[src/rtl/key_debounce_pkg.sv]
`default_nettype none
// ============================================================================
// Module      : key_debounce_pkg
// Description : Shared types and constants for the key_debounce block.
//               - key_fsm_e : per-key debounce state encoding
//               - default timing constants for a 50 MHz system clock
//               - cnt_width : counter width needed to hold a maximum value
// Revision    : 1.0 - initial release
// ============================================================================
package key_debounce_pkg;

    typedef enum logic [1:0] {
        IDLE       = 2'd0,
        PRESS_DB   = 2'd1,
        PRESSED    = 2'd2,
        RELEASE_DB = 2'd3
    } key_fsm_e;

    localparam int TICK_DIV_1MS_50MHZ   = 50_000;
    localparam int DB_TICKS_DEFAULT     = 20;
    localparam int REPEAT_DELAY_DEFAULT = 500;
    localparam int REPEAT_RATE_DEFAULT  = 100;

    // Bits needed to represent values 0..max_val (at least one bit).
    function automatic int cnt_width(input int max_val);
        return (max_val < 2) ? 1 : $clog2(max_val + 1);
    endfunction

endpackage : key_debounce_pkg
`default_nettype wire

[src/rtl/key_debounce_ch.sv]
`default_nettype none
// ============================================================================
// Module      : key_debounce_ch
// Description : One push-button channel: 2-FF synchronizer, polarity
//               normalisation, 4-state debounce FSM with a saturating tick
//               counter, and registered level / event outputs.
//               Optional auto-repeat is built when KEY_DEBOUNCE_REPEAT_EN
//               is defined.
// Ports       : sys_clk     - system clock
//               sys_rst     - asynchronous active-high reset
//               key_i       - raw pin level (asynchronous)
//               tick_i      - shared debounce tick, one cycle wide
//               state_o     - debounced level, 1 = pressed
//               state_nxt_o - value state_o takes after the next edge
//               press_o     - one-cycle accepted-press (or repeat) pulse
//               release_o   - one-cycle accepted-release pulse
// Revision    : 1.0 - initial release
// ============================================================================
module key_debounce_ch
    import key_debounce_pkg::*;
#(
    parameter int KEY_ACTIVE_LOW     = 1,
    parameter int DB_TICKS           = DB_TICKS_DEFAULT,
    parameter int REPEAT_DELAY_TICKS = REPEAT_DELAY_DEFAULT,
    parameter int REPEAT_RATE_TICKS  = REPEAT_RATE_DEFAULT
) (
    input  logic sys_clk,
    input  logic sys_rst,
    input  logic key_i,
    input  logic tick_i,
    output logic state_o,
    output logic state_nxt_o,
    output logic press_o,
    output logic release_o
);

    // Pin level seen while the button is not pressed.
    localparam logic c_pin_idle = (KEY_ACTIVE_LOW != 0);
    localparam int   DB_W       = cnt_width(DB_TICKS);
    localparam logic [DB_W-1:0] c_db_full = DB_W'(DB_TICKS);

    // Configuration sanity, evaluated at elaboration.
    if (DB_TICKS < 1) begin : g_chk_db
        $error("key_debounce_ch: DB_TICKS must be >= 1");
    end
    if (REPEAT_DELAY_TICKS < 1 || REPEAT_RATE_TICKS < 1) begin : g_chk_rep
        $error("key_debounce_ch: REPEAT_*_TICKS must be >= 1");
    end

    // ------------------------------------------------------------------
    // Synchronizer and normalisation
    // ------------------------------------------------------------------
    logic [1:0] sync_q;
    logic       act;

    always_ff @(posedge sys_clk or posedge sys_rst) begin
        if (sys_rst) begin
            sync_q <= {2{c_pin_idle}};
        end else begin
            sync_q <= {sync_q[0], key_i};
        end
    end

    // XOR with the idle level maps the pin to 1 = pressed for either polarity.
    assign act = sync_q[1] ^ c_pin_idle;

    // ------------------------------------------------------------------
    // Debounce counter helpers
    // ------------------------------------------------------------------
    key_fsm_e        fsm_q, fsm_d;
    logic [DB_W-1:0] db_cnt_q, db_cnt_d;
    logic [DB_W-1:0] db_cnt_inc;
    logic            db_done;
    logic            state_q, state_d;
    logic            press_q, press_d;
    logic            release_q, release_d;

    // Saturating increment: the counter can hold DB_TICKS and never wraps.
    assign db_cnt_inc = (db_cnt_q == c_db_full) ? db_cnt_q : db_cnt_q + DB_W'(1);
    assign db_done    = (db_cnt_inc == c_db_full);

`ifdef KEY_DEBOUNCE_REPEAT_EN
    localparam int REP_MAX = (REPEAT_DELAY_TICKS > REPEAT_RATE_TICKS) ?
                             REPEAT_DELAY_TICKS : REPEAT_RATE_TICKS;
    localparam int REP_W   = cnt_width(REP_MAX);

    logic [REP_W-1:0] rep_cnt_q, rep_cnt_d;
    logic [REP_W-1:0] rep_cnt_inc;
    logic [REP_W-1:0] rep_limit;
    logic             rep_first_q, rep_first_d;
    logic             rep_hit;

    // rep_cnt_q stays below rep_limit, so the increment cannot overflow.
    assign rep_cnt_inc = rep_cnt_q + REP_W'(1);
    assign rep_limit   = rep_first_q ? REP_W'(REPEAT_DELAY_TICKS)
                                     : REP_W'(REPEAT_RATE_TICKS);
    assign rep_hit     = (rep_cnt_inc >= rep_limit);
`endif

    // ------------------------------------------------------------------
    // Next-state / output logic
    // ------------------------------------------------------------------
    always_comb begin
        fsm_d     = fsm_q;
        db_cnt_d  = db_cnt_q;
        state_d   = state_q;
        press_d   = 1'b0;
        release_d = 1'b0;
`ifdef KEY_DEBOUNCE_REPEAT_EN
        rep_cnt_d   = rep_cnt_q;
        rep_first_d = rep_first_q;
`endif

        case (fsm_q)
            IDLE: begin
                if (act) begin
                    fsm_d    = PRESS_DB;
                    db_cnt_d = '0;
                end
            end

            PRESS_DB: begin
                // Abort is checked before the tick so a change landing on
                // a tick cycle never counts.
                if (!act) begin
                    fsm_d    = IDLE;
                    db_cnt_d = '0;
                end else if (tick_i) begin
                    db_cnt_d = db_cnt_inc;
                    if (db_done) begin
                        fsm_d   = PRESSED;
                        state_d = 1'b1;
                        press_d = 1'b1;
`ifdef KEY_DEBOUNCE_REPEAT_EN
                        rep_cnt_d   = '0;
                        rep_first_d = 1'b1;
`endif
                    end
                end
            end

            PRESSED: begin
                if (!act) begin
                    fsm_d    = RELEASE_DB;
                    db_cnt_d = '0;
                end
`ifdef KEY_DEBOUNCE_REPEAT_EN
                else if (tick_i) begin
                    if (rep_hit) begin
                        press_d     = 1'b1;
                        rep_cnt_d   = '0;
                        rep_first_d = 1'b0;
                    end else begin
                        rep_cnt_d = rep_cnt_inc;
                    end
                end
`endif
            end

            RELEASE_DB: begin
                // A bounce back to pressed resumes PRESSED without touching
                // the repeat counter.
                if (act) begin
                    fsm_d    = PRESSED;
                    db_cnt_d = '0;
                end else if (tick_i) begin
                    db_cnt_d = db_cnt_inc;
                    if (db_done) begin
                        fsm_d     = IDLE;
                        state_d   = 1'b0;
                        release_d = 1'b1;
                    end
                end
            end

            default: begin
                fsm_d    = IDLE;
                db_cnt_d = '0;
                state_d  = 1'b0;
            end
        endcase
    end

    // ------------------------------------------------------------------
    // State registers
    // ------------------------------------------------------------------
    always_ff @(posedge sys_clk or posedge sys_rst) begin
        if (sys_rst) begin
            fsm_q     <= IDLE;
            db_cnt_q  <= '0;
            state_q   <= 1'b0;
            press_q   <= 1'b0;
            release_q <= 1'b0;
        end else begin
            fsm_q     <= fsm_d;
            db_cnt_q  <= db_cnt_d;
            state_q   <= state_d;
            press_q   <= press_d;
            release_q <= release_d;
        end
    end

`ifdef KEY_DEBOUNCE_REPEAT_EN
    always_ff @(posedge sys_clk or posedge sys_rst) begin
        if (sys_rst) begin
            rep_cnt_q   <= '0;
            rep_first_q <= 1'b1;
        end else begin
            rep_cnt_q   <= rep_cnt_d;
            rep_first_q <= rep_first_d;
        end
    end
`endif

    assign state_o     = state_q;
    assign state_nxt_o = state_d;
    assign press_o     = press_q;
    assign release_o   = release_q;

endmodule : key_debounce_ch
`default_nettype wire

[src/rtl/key_debounce.sv]
`default_nettype none
// ============================================================================
// Module      : key_debounce
// Description : NUM_KEYS push-button debouncer. Holds the shared debounce
//               tick generator, one key_debounce_ch per key and the
//               registered key_any flag.
//               Optional feature macro: KEY_DEBOUNCE_REPEAT_EN (auto-repeat
//               key_press pulses while a key stays pressed).
// Ports       : sys_clk     - system clock
//               sys_rst     - asynchronous active-high reset
//               key_in      - raw button pins, asynchronous
//               key_state   - debounced level per key, 1 = pressed
//               key_press   - one-cycle pulse per accepted press / repeat
//               key_release - one-cycle pulse per accepted release
//               key_any     - OR of key_state
// Revision    : 1.0 - initial release
// ============================================================================
module key_debounce
    import key_debounce_pkg::*;
#(
    parameter int NUM_KEYS           = 4,
    parameter int KEY_ACTIVE_LOW     = 1,
    parameter int TICK_DIV           = TICK_DIV_1MS_50MHZ,
    parameter int DB_TICKS           = DB_TICKS_DEFAULT,
    parameter int REPEAT_DELAY_TICKS = REPEAT_DELAY_DEFAULT,
    parameter int REPEAT_RATE_TICKS  = REPEAT_RATE_DEFAULT
) (
    input  logic                sys_clk,
    input  logic                sys_rst,
    input  logic [NUM_KEYS-1:0] key_in,
    output logic [NUM_KEYS-1:0] key_state,
    output logic [NUM_KEYS-1:0] key_press,
    output logic [NUM_KEYS-1:0] key_release,
    output logic                key_any
);

    if (TICK_DIV < 2) begin : g_chk_div
        $error("key_debounce: TICK_DIV must be >= 2");
    end

    // ------------------------------------------------------------------
    // Shared tick generator: counts 0..TICK_DIV-1, tick on the last value
    // ------------------------------------------------------------------
    localparam int TICK_W = cnt_width(TICK_DIV - 1);
    localparam logic [TICK_W-1:0] c_tick_last = TICK_W'(TICK_DIV - 1);

    logic [TICK_W-1:0] tick_cnt_q, tick_cnt_d;
    logic              tick;

    assign tick       = (tick_cnt_q == c_tick_last);
    assign tick_cnt_d = tick ? '0 : tick_cnt_q + TICK_W'(1);

    always_ff @(posedge sys_clk or posedge sys_rst) begin
        if (sys_rst) begin
            tick_cnt_q <= '0;
        end else begin
            tick_cnt_q <= tick_cnt_d;
        end
    end

    // ------------------------------------------------------------------
    // Per-key channels
    // ------------------------------------------------------------------
    logic [NUM_KEYS-1:0] state_nxt;

    for (genvar k = 0; k < NUM_KEYS; k++) begin : g_key
        key_debounce_ch #(
            .KEY_ACTIVE_LOW     (KEY_ACTIVE_LOW),
            .DB_TICKS           (DB_TICKS),
            .REPEAT_DELAY_TICKS (REPEAT_DELAY_TICKS),
            .REPEAT_RATE_TICKS  (REPEAT_RATE_TICKS)
        ) u_ch (
            .sys_clk     (sys_clk),
            .sys_rst     (sys_rst),
            .key_i       (key_in[k]),
            .tick_i      (tick),
            .state_o     (key_state[k]),
            .state_nxt_o (state_nxt[k]),
            .press_o     (key_press[k]),
            .release_o   (key_release[k])
        );
    end

    // key_any is registered from the channels' next levels so it changes in
    // the same cycle as key_state.
    logic key_any_q;

    always_ff @(posedge sys_clk or posedge sys_rst) begin
        if (sys_rst) begin
            key_any_q <= 1'b0;
        end else begin
            key_any_q <= |state_nxt;
        end
    end

    assign key_any = key_any_q;

endmodule : key_debounce
`default_nettype wire

[config.mk]
export PLATFORM = sky130hd
export DESIGN_NAME = key_debounce
export DESIGN_NICKNAME = d
export VERILOG_FILES = /design/src/rtl/key_debounce_pkg.sv /design/src/rtl/key_debounce_ch.sv /design/src/rtl/key_debounce.sv
export SDC_FILE = /design/constraint.sdc
export NUM_CORES = 1
export LEC_CHECK = 0
export BUFFER_PORTS_ARGS = -buffer_cell sky130_fd_sc_hd__buf_2
export CAP_MARGIN = 20
export CORE_ASPECT_RATIO = 0.5
export CORE_MARGIN = 5
export CORE_UTILIZATION = 45
export CTS_CLUSTER_DIAMETER = 40
export DETAILED_ROUTE_END_ITERATION = 8
export PLACE_DENSITY = 0.72
export REMOVE_ABC_BUFFERS = 1
export SLEW_MARGIN = 20
export SYNTH_ARGS = -nofsm -noshare
export SYNTH_HDL_FRONTEND = slang
export SYNTH_HIERARCHICAL = 1
export SYNTH_SLANG_ARGS = --single-unit
[constraint.sdc]
create_clock -name sys_clk -period 2.7 [get_ports sys_clk]
set_input_delay 0.27 -clock sys_clk [delete_from_list [all_inputs] [get_ports sys_clk]]
set_output_delay 0.27 -clock sys_clk [all_outputs]
set_load 0.05 [all_outputs]
==> flow_metrics.env <==
export IMPL_routedWlPerCell_um=14.3
export IMPL_hold_viol_final=0
export IMPL_die_h_um=72.4
export IMPL_end_kind="register"
export IMPL_grt_pass1_wl_um=12200
export IMPL_antenna_found_initial=0
export IMPL_final_area_mm2=0.00412
export IMPL_post_synth_top_count_cell="dfrtp_1"
export IMPL_io_buffers=18
export IMPL_syn_inst=334
export IMPL_met2_length_um=3490
export IMPL_synth_seq_cells=65
export IMPL_htreeDepth=3
export IMPL_violations="negative setup slack"
export IMPL_async_flop_share_pct=100
export IMPL_clock_root_buffer="clkbuf_16"
export IMPL_dr_pass1_iters=4
export IMPL_ys_seq_area_share_pct=46.7
export IMPL_clockBufferDepth=2
export IMPL_skew_ns=0.00745
export IMPL_placed_cell_area_mm2=0.00380
export IMPL_top_layer_used="met4"
export IMPL_io_pins=19
export IMPL_synth_top_area_share_pct=40.7
export IMPL_power_total_mw=2.06
export IMPL_final_cells=494
export IMPL_synth_edf_count=0
export IMPL_grt_pass1_vias=2552
export IMPL_cts_tree="yes"
export IMPL_synth_main_ff_cell="dfrtp_1"
export IMPL_clock_latency_ns=0.33
export IMPL_grt_usage_pct=15.9
export IMPL_wl_met1_um=3250
export IMPL_synthToLayoutAreaGrowth_pct=17.6
export IMPL_drt_iter0_markers=230
export IMPL_drc=0
export IMPL_cp_required_ns=2.90
export IMPL_grt_max_degree=18
export IMPL_antenna_cells=0
export IMPL_maxCapViolations=0
export IMPL_start_util_pct=46.9
export IMPL_detail_route_antenna_nets=0
export IMPL_rows=22
export IMPL_worstMarginPinSlew_ns=0.618
export IMPL_critPathArrivalTime_ns=2.96
export IMPL_via_per_inst=5.20
export IMPL_vias=2568
export IMPL_clk_pin_slew_ns=0.05
export IMPL_crit_path_start_kind="register"
export IMPL_wl_met3_um=286
export IMPL_yosys_warnings=6
export IMPL_max_freq_mhz=362
export IMPL_power_density_mw_per_mm2=501
export IMPL_crit_type="register to register"
export IMPL_synth_area_leaders="dfrtp_1 (41%), dfstp_2 (6.0%), mux2i_1 (3.7%)"
export IMPL_setup_ws_ns=-0.0631
export IMPL_yosysUniqueCellTypes=44
export IMPL_overflow=0
export IMPL_worstPathMaxFanout=4
export IMPL_final_nets=396
export IMPL_cts_sinks=65
export IMPL_core_mm2=0.00746
export IMPL_wirelength_um=7060
export IMPL_syn_avg_cell_area_um2=10.5
export IMPL_syn_area_mm2=0.00350
export IMPL_dp_hpwl_um=5050
export IMPL_setup_tns_final_ns=-0.0631
export IMPL_gp_congestion=0.871
export IMPL_rrSetupSlack_ns=-0.06
export IMPL_grt_setup_unrepaired="true"
export IMPL_fin_crit_ns=2.76
export IMPL_maxSlewHeadroom_pct=58.7
export IMPL_fin_crit_sh_pct=102
export IMPL_drive_above_1_share_pct=22.5
export IMPL_setup_viol=1
export IMPL_die_w_um=135
export IMPL_p_leak_nw=2.00
export IMPL_netlist_top_cells_count="dfrtp_1 (57), inv_1 (33), nand2_1 (29), nor2_1 (21), mux2i_1 (13)"
export IMPL_netlist_top_cell_by_area="dfrtp_1"
export IMPL_dieArea_mm2=0.00975
export IMPL_worst_ir_drop_vdd_mv=0.355
export IMPL_maxSlewViolCount=0
export IMPL_post_place_cells=470
export IMPL_cts_buffers=9
export IMPL_hold_path_class="input port to asynchronous set/reset pin"
export IMPL_status="finished, violations left"
repair_timing:
| item | in CTS | in global routing |
|---|---|---|
| cloned | 0 | 0 |
| endpoints found under the setup margin | 1 | 1 |
| pin swaps | 3 | 3 |
| hold buffers | 0 | 0 |
| buffers inserted | 6 | 2 |
| gates resized for setup | 1 | 1 |
cells in the final DEF (no fill, tap or decap), drive strengths merged, types with 5 or more instances in the layout:
cell     n
dfrtp   57
and3    12
dfstp    8
nand2   29
nor2    21
xnor2    9
inv     33
o21ai   13
or2      5
buf     44
mux2i   17
nand3    7
nor2b    5
xor2    15
clkbuf  14
o22ai    8
ha       9
nand3b   8
a21oi    5
a21o     8
nand4    6
per-layer routing:
metal | GRT usage [%] | up-vias
met5 | 0 | -
met4 | 6.21 | 0
met3 | 5.26 | 2
met2 | 26.0 | 33
met1 | 19.7 | 1268
li1 | - | 1265
metrics by stage:
stage | setup slack [ns] | hold slack (ns) | util, %
3_3_place_gp | 0.0815 | 0.347 | 50.9
6_report | -0.0631 | 0.00220 | 55.2
3_5_place_dp | -0.0263 | 0.349 | 50.9
2_1_floorplan | -0.779 | 0.133 | -
4_1_cts | -0.0434 | 0.00925 | 55.0
5_1_grt | -0.163 | 0.0221 | 55.2
critical path, stage by stage, from the launching register on:
cell and delay, ns:
dfrtp_1 0.37, or4b_4 0.55, nor4_4 0.32, buf_4 0.18, nand4bb_1 0.09, mux2i_1 0.21, o211a_1 0.22, o211ai_1 0.15
or4_1 0.54
power breakdown:
| part | internal [mW] | switching, mW | leakage [nW] |
|---|---|---|---|
| combinational | 0.0131 | 0.0408 | 1.02 |
| clock | 0.618 | 0.392 | 0.125 |
| sequential | 0.990 | 0.0110 | 0.857 |
cells by family (layout without fill, tap and decap cells):
kind of cell               Yosys count  in the layout  share of synthesized area [%]
and+or+nand+nor                    120            120                           19.8
DFF                                 65             65                           46.7
AOI/OAI and AO/OA                   58             58                           12.7
buffers and inverters               41             93                           5.39
xor gates and xnor gates            24             24                           6.86
muxes                               17             17                           5.29
adders and majority gates            9              9                           3.22
final timing paths:
check                                                     to  cells past startpoint                              start
max                                        key_any$_DFF_PP0_                      8            tick_cnt_q[7]$_DFF_PP0_
max in group asynchronous                  key_any$_DFF_PP0_                      2                            sys_rst
min reg2reg                g_key[3].u_ch/sync_q[1]$_DFF_PP1_                      0  g_key[3].u_ch/sync_q[0]$_DFF_PP1_
max reg2reg                                key_any$_DFF_PP0_                      8            tick_cnt_q[7]$_DFF_PP0_
min                          g_key[3].u_ch/state_o$_DFF_PP0_                      2                            sys_rst
min in group sys_clk       g_key[0].u_ch/sync_q[0]$_DFF_PP1_                      1                          key_in[0]
flip-flops by register name, indices dropped and copies added (netlist names), named ones only:
signal                count
g_key.u_ch/db_cnt_q      20
g_key.u_ch/press_o        4
g_key.u_ch/release_o      4
g_key.u_ch/state_o        4
key_any                   1
g_key.u_ch/sync_q         8
tick_cnt_q               16
g_key.u_ch/fsm_q          4
cell type report:
cell class / count / area (um2)
sequential: 65 / 1640
inverter: 33 / 124
clock buffer: 14 / 244
multi-input combinational: 228 / 1680
timing repair buffer: 44 / 289
fill: 635 / 3340
clock inverter: 2 / 10.0
tap: 108 / 135
(Power assumes the default switching activity.)
